`src/rtl/gat_bram_load_ctrl.sv`:
```
// Host-side load/readback controller for the GAT core: maps host byte writes onto per-channel
// core BRAM ports, sequences load -> start -> run -> done, and serves latency-matched readback.
module gat_bram_load_ctrl #(
  parameter int unsigned TOP_WIDTH     = 32,
  parameter int unsigned NUM_CH        = 3,
  parameter int unsigned CH_SEL_W      = $clog2(NUM_CH),
  parameter int unsigned CH_DATA_WIDTH = 19,
  parameter int unsigned CH_ADDR_W     = 18,
  parameter int unsigned CH_DEPTH      = 242101,
  parameter int unsigned FEAT_WIDTH    = 32,
  parameter int unsigned FEAT_ADDR_W   = 16,
  parameter int unsigned RD_LATENCY    = 2
) (
  input  logic                     clk,
  input  logic                     rst_n,
  // host write side
  input  logic [TOP_WIDTH-1:0]     host_din,
  input  logic                     host_ena,
  input  logic                     host_wea,
  input  logic [CH_SEL_W-1:0]      host_ch_sel,
  input  logic [CH_ADDR_W+1:0]     host_addra,
  input  logic [NUM_CH-1:0]        load_done,
  input  logic                     gat_layer,
  input  logic                     clear,
  // core load side
  output logic [CH_DATA_WIDTH-1:0] core_din,
  output logic [NUM_CH-1:0]        core_ena,
  output logic [NUM_CH-1:0]        core_wea,
  output logic [CH_ADDR_W-1:0]     core_addra,
  output logic                     core_start,
  output logic                     core_layer,
  input  logic                     core_done,
  output logic                     gat_ready,
  // feature readback
  input  logic                     host_rd_req,
  input  logic [FEAT_ADDR_W+1:0]   host_rd_addr,
  output logic                     host_rd_valid,
  output logic [FEAT_WIDTH-1:0]    host_rd_data,
  output logic [FEAT_ADDR_W-1:0]   feat_bram_addrb,
  input  logic [FEAT_WIDTH-1:0]    feat_bram_dout,
  output logic [TOP_WIDTH-1:0]     gat_status
);

  localparam int unsigned DoneBits = (NUM_CH > 5) ? 5 : NUM_CH;

  typedef enum logic [2:0] {
    StIdle  = 3'd0,
    StLoad  = 3'd1,
    StStart = 3'd2,
    StRun   = 3'd3,
    StDone  = 3'd4
  } state_e;

  state_e state_q, state_d;

  logic [NUM_CH-1:0]        done_q;
  logic                     err_misalign_q, err_range_q, err_busy_q;
  logic [15:0]              wr_cnt_q;
  logic                     core_layer_q;
  logic [NUM_CH-1:0]        core_ena_q;
  logic [CH_ADDR_W-1:0]     core_addra_q;
  logic [CH_DATA_WIDTH-1:0] core_din_q;
  logic [RD_LATENCY:0]      rd_vld_q, rd_ok_q;
  logic [FEAT_ADDR_W-1:0]   feat_addr_q;

  // ---------------------------------------------------------------------------
  // Write decode
  // ---------------------------------------------------------------------------
  logic                 wr_req, wr_open, wr_aligned, wr_in_range, wr_accept;
  logic [CH_ADDR_W-1:0] wr_word;
  logic [NUM_CH-1:0]    sel_oh;
  logic                 clear_done;

  assign wr_req      = host_ena & host_wea;
  assign wr_open     = (state_q == StIdle) || (state_q == StLoad);
  assign wr_aligned  = (host_addra[1:0] == 2'b00);
  assign wr_word     = host_addra[CH_ADDR_W+1:2];
  assign wr_in_range = (32'(wr_word) < CH_DEPTH) && (32'(host_ch_sel) < NUM_CH);
  assign wr_accept   = wr_req & wr_open & wr_aligned & wr_in_range;
  assign clear_done  = (state_q == StDone) & clear;

  // Out-of-range selects decode to all-zero, but such writes are never accepted anyway.
  always_comb begin
    sel_oh = '0;
    for (int unsigned i = 0; i < NUM_CH; i++) begin
      sel_oh[i] = (32'(host_ch_sel) == i);
    end
  end

  // ---------------------------------------------------------------------------
  // Sequencer
  // ---------------------------------------------------------------------------
  always_comb begin
    state_d = state_q;
    unique case (state_q)
      StIdle:  if (wr_accept || (&done_q)) state_d = StLoad;
      StLoad:  if (&done_q) state_d = StStart;
      StStart: state_d = StRun;
      StRun:   if (core_done) state_d = StDone;
      StDone:  if (clear) state_d = StIdle;
      default: state_d = StIdle;
    endcase
  end

  always_ff @(posedge clk) begin
    if (!rst_n) begin
      state_q      <= StIdle;
      core_layer_q <= 1'b0;
    end else begin
      state_q <= state_d;
      // Latch on entry so the layer is already stable during the start pulse.
      if ((state_d == StStart) && (state_q != StStart)) begin
        core_layer_q <= gat_layer;
      end
    end
  end

  // ---------------------------------------------------------------------------
  // Sticky done / error bits and write counter
  // ---------------------------------------------------------------------------
  always_ff @(posedge clk) begin
    if (!rst_n) begin
      done_q         <= '0;
      err_misalign_q <= 1'b0;
      err_range_q    <= 1'b0;
      err_busy_q     <= 1'b0;
      wr_cnt_q       <= '0;
    end else begin
      if (clear_done) begin
        done_q <= '0;
      end else if (wr_open) begin
        done_q <= done_q | load_done;
      end
      err_misalign_q <= err_misalign_q | (wr_req & ~wr_aligned);
      err_range_q    <= err_range_q    | (wr_req & ~wr_in_range);
      err_busy_q     <= err_busy_q     | (wr_req & ~wr_open);
      if (clear_done) begin
        wr_cnt_q <= '0;
      end else if (wr_accept && (wr_cnt_q != 16'hFFFF)) begin
        wr_cnt_q <= wr_cnt_q + 16'd1;
      end
    end
  end

  // ---------------------------------------------------------------------------
  // Core write port
  // ---------------------------------------------------------------------------
  always_ff @(posedge clk) begin
    if (!rst_n) begin
      core_ena_q   <= '0;
      core_addra_q <= '0;
      core_din_q   <= '0;
    end else begin
      core_ena_q <= wr_accept ? sel_oh : '0;
      if (wr_accept) begin
        core_addra_q <= wr_word;
        core_din_q   <= host_din[CH_DATA_WIDTH-1:0];
      end
    end
  end

  // ---------------------------------------------------------------------------
  // Feature readback: valid and "issued in DONE" travel together down a delay line
  // ---------------------------------------------------------------------------
  always_ff @(posedge clk) begin
    if (!rst_n) begin
      rd_vld_q    <= '0;
      rd_ok_q     <= '0;
      feat_addr_q <= '0;
    end else begin
      rd_vld_q <= {rd_vld_q[RD_LATENCY-1:0], host_rd_req};
      rd_ok_q  <= {rd_ok_q[RD_LATENCY-1:0], host_rd_req & (state_q == StDone)};
      if (host_rd_req) begin
        feat_addr_q <= host_rd_addr[FEAT_ADDR_W+1:2];
      end
    end
  end

  // ---------------------------------------------------------------------------
  // Outputs
  // ---------------------------------------------------------------------------
  assign core_din        = core_din_q;
  assign core_ena        = core_ena_q;
  assign core_wea        = core_ena_q;
  assign core_addra      = core_addra_q;
  assign core_start      = (state_q == StStart);
  assign core_layer      = core_layer_q;
  assign gat_ready       = (state_q == StDone);
  assign feat_bram_addrb = feat_addr_q;
  assign host_rd_valid   = rd_vld_q[RD_LATENCY];
  assign host_rd_data    = rd_ok_q[RD_LATENCY] ? feat_bram_dout : '0;

  always_comb begin
    gat_status      = '0;
    gat_status[2:0] = state_q;
    for (int unsigned i = 0; i < DoneBits; i++) begin
      gat_status[3+i] = done_q[i];
    end
    gat_status[8]     = err_misalign_q;
    gat_status[9]     = err_range_q;
    gat_status[10]    = err_busy_q;
    gat_status[31:16] = wr_cnt_q;
  end

  logic unused_bits;
  assign unused_bits = ^{host_din[TOP_WIDTH-1:CH_DATA_WIDTH], host_rd_addr[1:0]};

endmodule
```
`config.mk`:
```
export PLATFORM = sky130hd
export DESIGN_NAME = gat_bram_load_ctrl
export DESIGN_NICKNAME = d
export VERILOG_FILES = /design/src/rtl/gat_bram_load_ctrl.sv
export SDC_FILE = /design/constraint.sdc
export NUM_CORES = 1
export LEC_CHECK = 0
export BUFFER_PORTS_ARGS = -buffer_cell sky130_fd_sc_hd__buf_2
export CORE_ASPECT_RATIO = 1.5
export CORE_MARGIN = 5
export CORE_UTILIZATION = 47
export CTS_CLUSTER_SIZE = 30
export DETAILED_ROUTE_END_ITERATION = 8
export PLACE_DENSITY = 0.85
export SYNTH_ARGS = -nofsm -noshare
export SYNTH_HDL_FRONTEND = slang
export SYNTH_SLANG_ARGS = --single-unit
```
`constraint.sdc`:
```
create_clock -name clk -period 3.82 [get_ports clk]
set_input_delay 0.764 -clock clk [delete_from_list [all_inputs] [get_ports clk]]
set_output_delay 0.764 -clock clk [all_outputs]
set_load 0.01 [all_outputs]
```
==> impl_results.rst <==
.. list-table::
   :header-rows: 1

   * - Metric
     - Value
   * - Max-cap check violation count
     - 0
   * - Final setup fails
     - 0
   * - Critical Path RT
     - a little over 3 ns
   * - Number of top-level pins
     - 242
   * - Area growth from synthesis to final layout
     - 32.1%
   * - Buffer count from post-CTS setup fixing
     - 0
   * - Initial cell density of the core
     - approximately 47%
   * - Number of slew-limit violations in the final report
     - 0
   * - Antenna cell count
     - 0
   * - Total standard cell area after synthesis
     - just over 0.004 sq mm
   * - Global route overflow
     - 0
   * - Tot Pwr
     - between 0.0015 and 0.002 W
   * - Number of design-rule violations left by the first detailed-router iteration
     - about 240
   * - Detailed placer's ending HPWL
     - roughly 9.8 mm
   * - Final Wtd Congestion
     - about 0.80
   * - Sequential cell area fraction in the yosys report
     - a little over two fifths
   * - Cell at the root of the clock tree
     - sky130_fd_sc_hd__clkbuf_16
   * - Register bit count reported by yosys
     - between 80 and 90
   * - Die outline width
     - 86.6 um
   * - Fraction of final layout cells sized beyond drive strength 1
     - 37.4%
   * - Hold crit path type
     - flip-flop to flip-flop
   * - Number of buffers and inverters on the critical path
     - 1
   * - LEAKAGE
     - between 2 and 3 nW
   * - Vias/cell
     - 5.55
   * - Portion of the clock cycle consumed by the worst path in the final layout
     - between 60% and 70%
   * - Status
     - complete, no violations
   * - Wire length of the first global-routing pass
     - approximately 20 mm
   * - Capturing element type of the critical path
     - primary output
   * - Fmax
     - 395 MHz
   * - Number of cells upsized or downsized after cts
     - 0
   * - Maximum fanout encountered on the critical timing path
     - 9
   * - Routed wire per std cell
     - roughly 17 um
   * - Family with the most delay on the worst path
     - simple AND/OR/NAND/NOR gates
   * - Core Region
     - ~0.0087 sq mm
   * - Leading register cell type out of synthesis
     - sky130_fd_sc_hd__dfxtp_1
   * - Clock tree from TritonCTS
     - yes
   * - Time the final worst path needs with I/O delays and setup
     - roughly 2.5 ns
   * - Number of buffer cells added on primary ports
     - 219
   * - Critical path type
     - flip-flop to primary output
   * - Number of routed nets with antenna violations
     - 0
   * - Post-route setup TNS
     - 0 ns
   * - Clock-pin slew reported for the worst setup and hold paths after clock tree synthesis
     - ~0.06 ns
   * - Initial antenna violation count
     - 1
   * - Die footprint
     - approximately 0.011 sq mm
   * - Total Wirelength
     - around 13 mm
   * - Detailed-route DRC error count
     - 0
   * - Fin nets
     - between 700 and 800
   * - Ys Warns
     - 0
   * - Mean Syn Cell Area
     - just under 9 sq um
   * - H-tree levels
     - 3
   * - 1st-pass router iterations
     - 5
   * - Worst vdd ir
     - about 0.00024 V
   * - Pre-CTS setup slack
     - 0.984 ns
   * - Clock insertion delay at the later pin of the skew report
     - around 0.33 ns
   * - Vias in the first global route
     - slightly above 4000
   * - Worst hold slack after final layout
     - 0.431 ns
   * - Std-Cell Rows
     - 42
   * - Slowest stage cell on the critical path
     - sky130_fd_sc_hd__nor3b_1
   * - Height of the chip
     - about 120 um
   * - Final Hold Violating Endpoints
     - 0
   * - Delay of the slowest cell on the worst path
     - 0.66 ns
   * - Post-Synthesis Cells
     - 465
   * - Crit path launch type
     - flip-flop
   * - Tot GR Track Use
     - between 20% and 30%
   * - Synth cell types
     - 52
   * - Actual slew at the worst max-slew pin
     - between 0.7 and 0.8 ns
   * - Worst Slack Setup Final
     - ~1.3 ns
   * - Maximum count of clock buffers along a single path
     - 2
   * - Critical path arrival
     - 1.77 ns
   * - RSZ-0062 raised after global routing
     - false
   * - Num CTS Buffers
     - 9
   * - Rel. slew slack
     - around half
   * - EDFF count, synth
     - 0
   * - Count of clock tree sinks
     - 88
   * - Post-CTS Hold Buffers
     - 0
   * - Asr flop ratio synth
     - 0%
   * - Worst-path cell chain
     - nor3b_1 > buf_2
   * - Power density over the cells
     - 363 mW/mm^2
   * - Worst clock skew
     - between 0.006 and 0.007 ns
   * - Pin count of the biggest net entering global routing
     - between 40 and 50
   * - Via total after detailed routing
     - approximately 4300
## logic make-up (layout without fill, tap and decap cells)
family	after synthesis	count (layout)	synth area share [%]
AND/OR/NAND/NOR	187	187	26.9
flip-flops	88	88	42.6
buffers and inverters	51	241	6.39
other	1	7	0.0907
AO/OA/AOI/OAI	117	117	18.9
adder cells (fa/ha/maj)	1	1	0.303
multiplexers	20	20	4.87
## per-stage QoR
step | utilization [%] | instance area [sq um] | std cells
floorplan | - | 4160 | 471
global placement | 59.5 | 5190 | 757
detailed placement | 59.5 | 5190 | 757
CTS | 62.6 | 5460 | 771
global route | 62.6 | 5460 | 771
finish | 62.6 | 5460 | 771
## area by class of cell
| type | instances | area (sq um) |
|---|---|---|
| Multi-Input combinational cell | 332 | 2140 |
| Clock buffer | 9 | 225 |
| Fill cell | 748 | 3260 |
| Sequential cell | 88 | 1760 |
| Tap cell | 110 | 138 |
| Clock inverter | 5 | 50.0 |
| Timing Repair Buffer | 225 | 1140 |
| Inverter | 2 | 7.51 |
## state kept, by name, summed over array words and instances (netlist names)
register         cells
err_range_q          1
rd_ok_q              3
core_ena             3
rd_vld_q             3
err_busy_q           1
done_q               3
err_misalign_q       1
core_layer           1
wr_cnt_q            16
feat_bram_addrb     16
core_din            19
state_q              3
core_addra          18
## layout by cell type (no fill, tap or decap), drive strengths merged, types with 5 or more instances in the layout
| cell | synthesis | routed |
|---|---|---|
| buf | 23 | 225 |
| dfxtp | 88 | 88 |
| nand3 | 46 | 46 |
| and2 | 42 | 42 |
| o21ai | 38 | 38 |
| a21boi | 38 | 38 |
| mux2i | 19 | 19 |
| nor2b | 17 | 17 |
| nand2 | 16 | 16 |
| nor2 | 14 | 14 |
| a21oi | 13 | 13 |
| or4 | 11 | 11 |
| clkbuf | 26 | 9 |
| conb | 1 | 7 |
| o211ai | 7 | 7 |
| nand4 | 6 | 6 |
| nor3b | 5 | 5 |
| and3 | 5 | 5 |
| o31ai | 5 | 5 |
## where the power goes
group	internal, W	total, W	switching [W]
Combinational	0.0000867	0.000196	0.000109
Clock	0.000494	0.000832	0.000338
Sequential	0.000940	0.000953	0.0000131
## metal layers
metal / wire (um) / global-route usage, % / vias to the layer above / share of wire, %
met2: 6810 / 42.3 / 231 / 53
met1: 4560 / 24.8 / 1998 / 35
li1: - / - / 2033 / -
met3: 1400 / 6.88 / 15 / 11
met5: 13 / 0 / - / 0.10
met4: 140 / 6.15 / 2 / 1.1
## final timing paths
path / from / slack (ns) / end / cells past startpoint
setup / recovery: state_q[2] / 1.29 / gat_ready / 2
hold reg to reg: rd_ok_q[1] / 0.43 / rd_ok_q[2] / 1
setup reg to reg: wr_cnt_q[0] / 1.64 / wr_cnt_q[3] / 6
hold / removal: rd_ok_q[1] / 0.43 / rd_ok_q[2] / 1
## synthesized netlist by cell type (all sizes together), types with 3 or more instances
| master | instances | area, sq um |
|---|---|---|
| nor2b | 17 | 106 |
| o21ai | 38 | 190 |
| nor3b | 5 | 37.5 |
| and2 | 42 | 263 |
| nand4 | 6 | 37.5 |
| nand2b | 3 | 18.8 |
| nor2 | 14 | 60.1 |
| nand2 | 16 | 62.6 |
| or4b | 3 | 30.0 |
| or4 | 11 | 82.6 |
| o211ai | 7 | 62.6 |
| buf | 23 | 159 |
| dfxtp | 88 | 1760 |
| a21boi | 38 | 285 |
| nand3 | 46 | 230 |
| o31ai | 5 | 37.5 |
| and3 | 5 | 31.3 |
| a21oi | 13 | 65.1 |
| and4 | 4 | 35.0 |
| o21a | 4 | 30.0 |
| nor3 | 4 | 20.0 |
| mux2i | 19 | 190 |
| clkbuf | 26 | 97.6 |
Power figures use the tool's default switching activity.
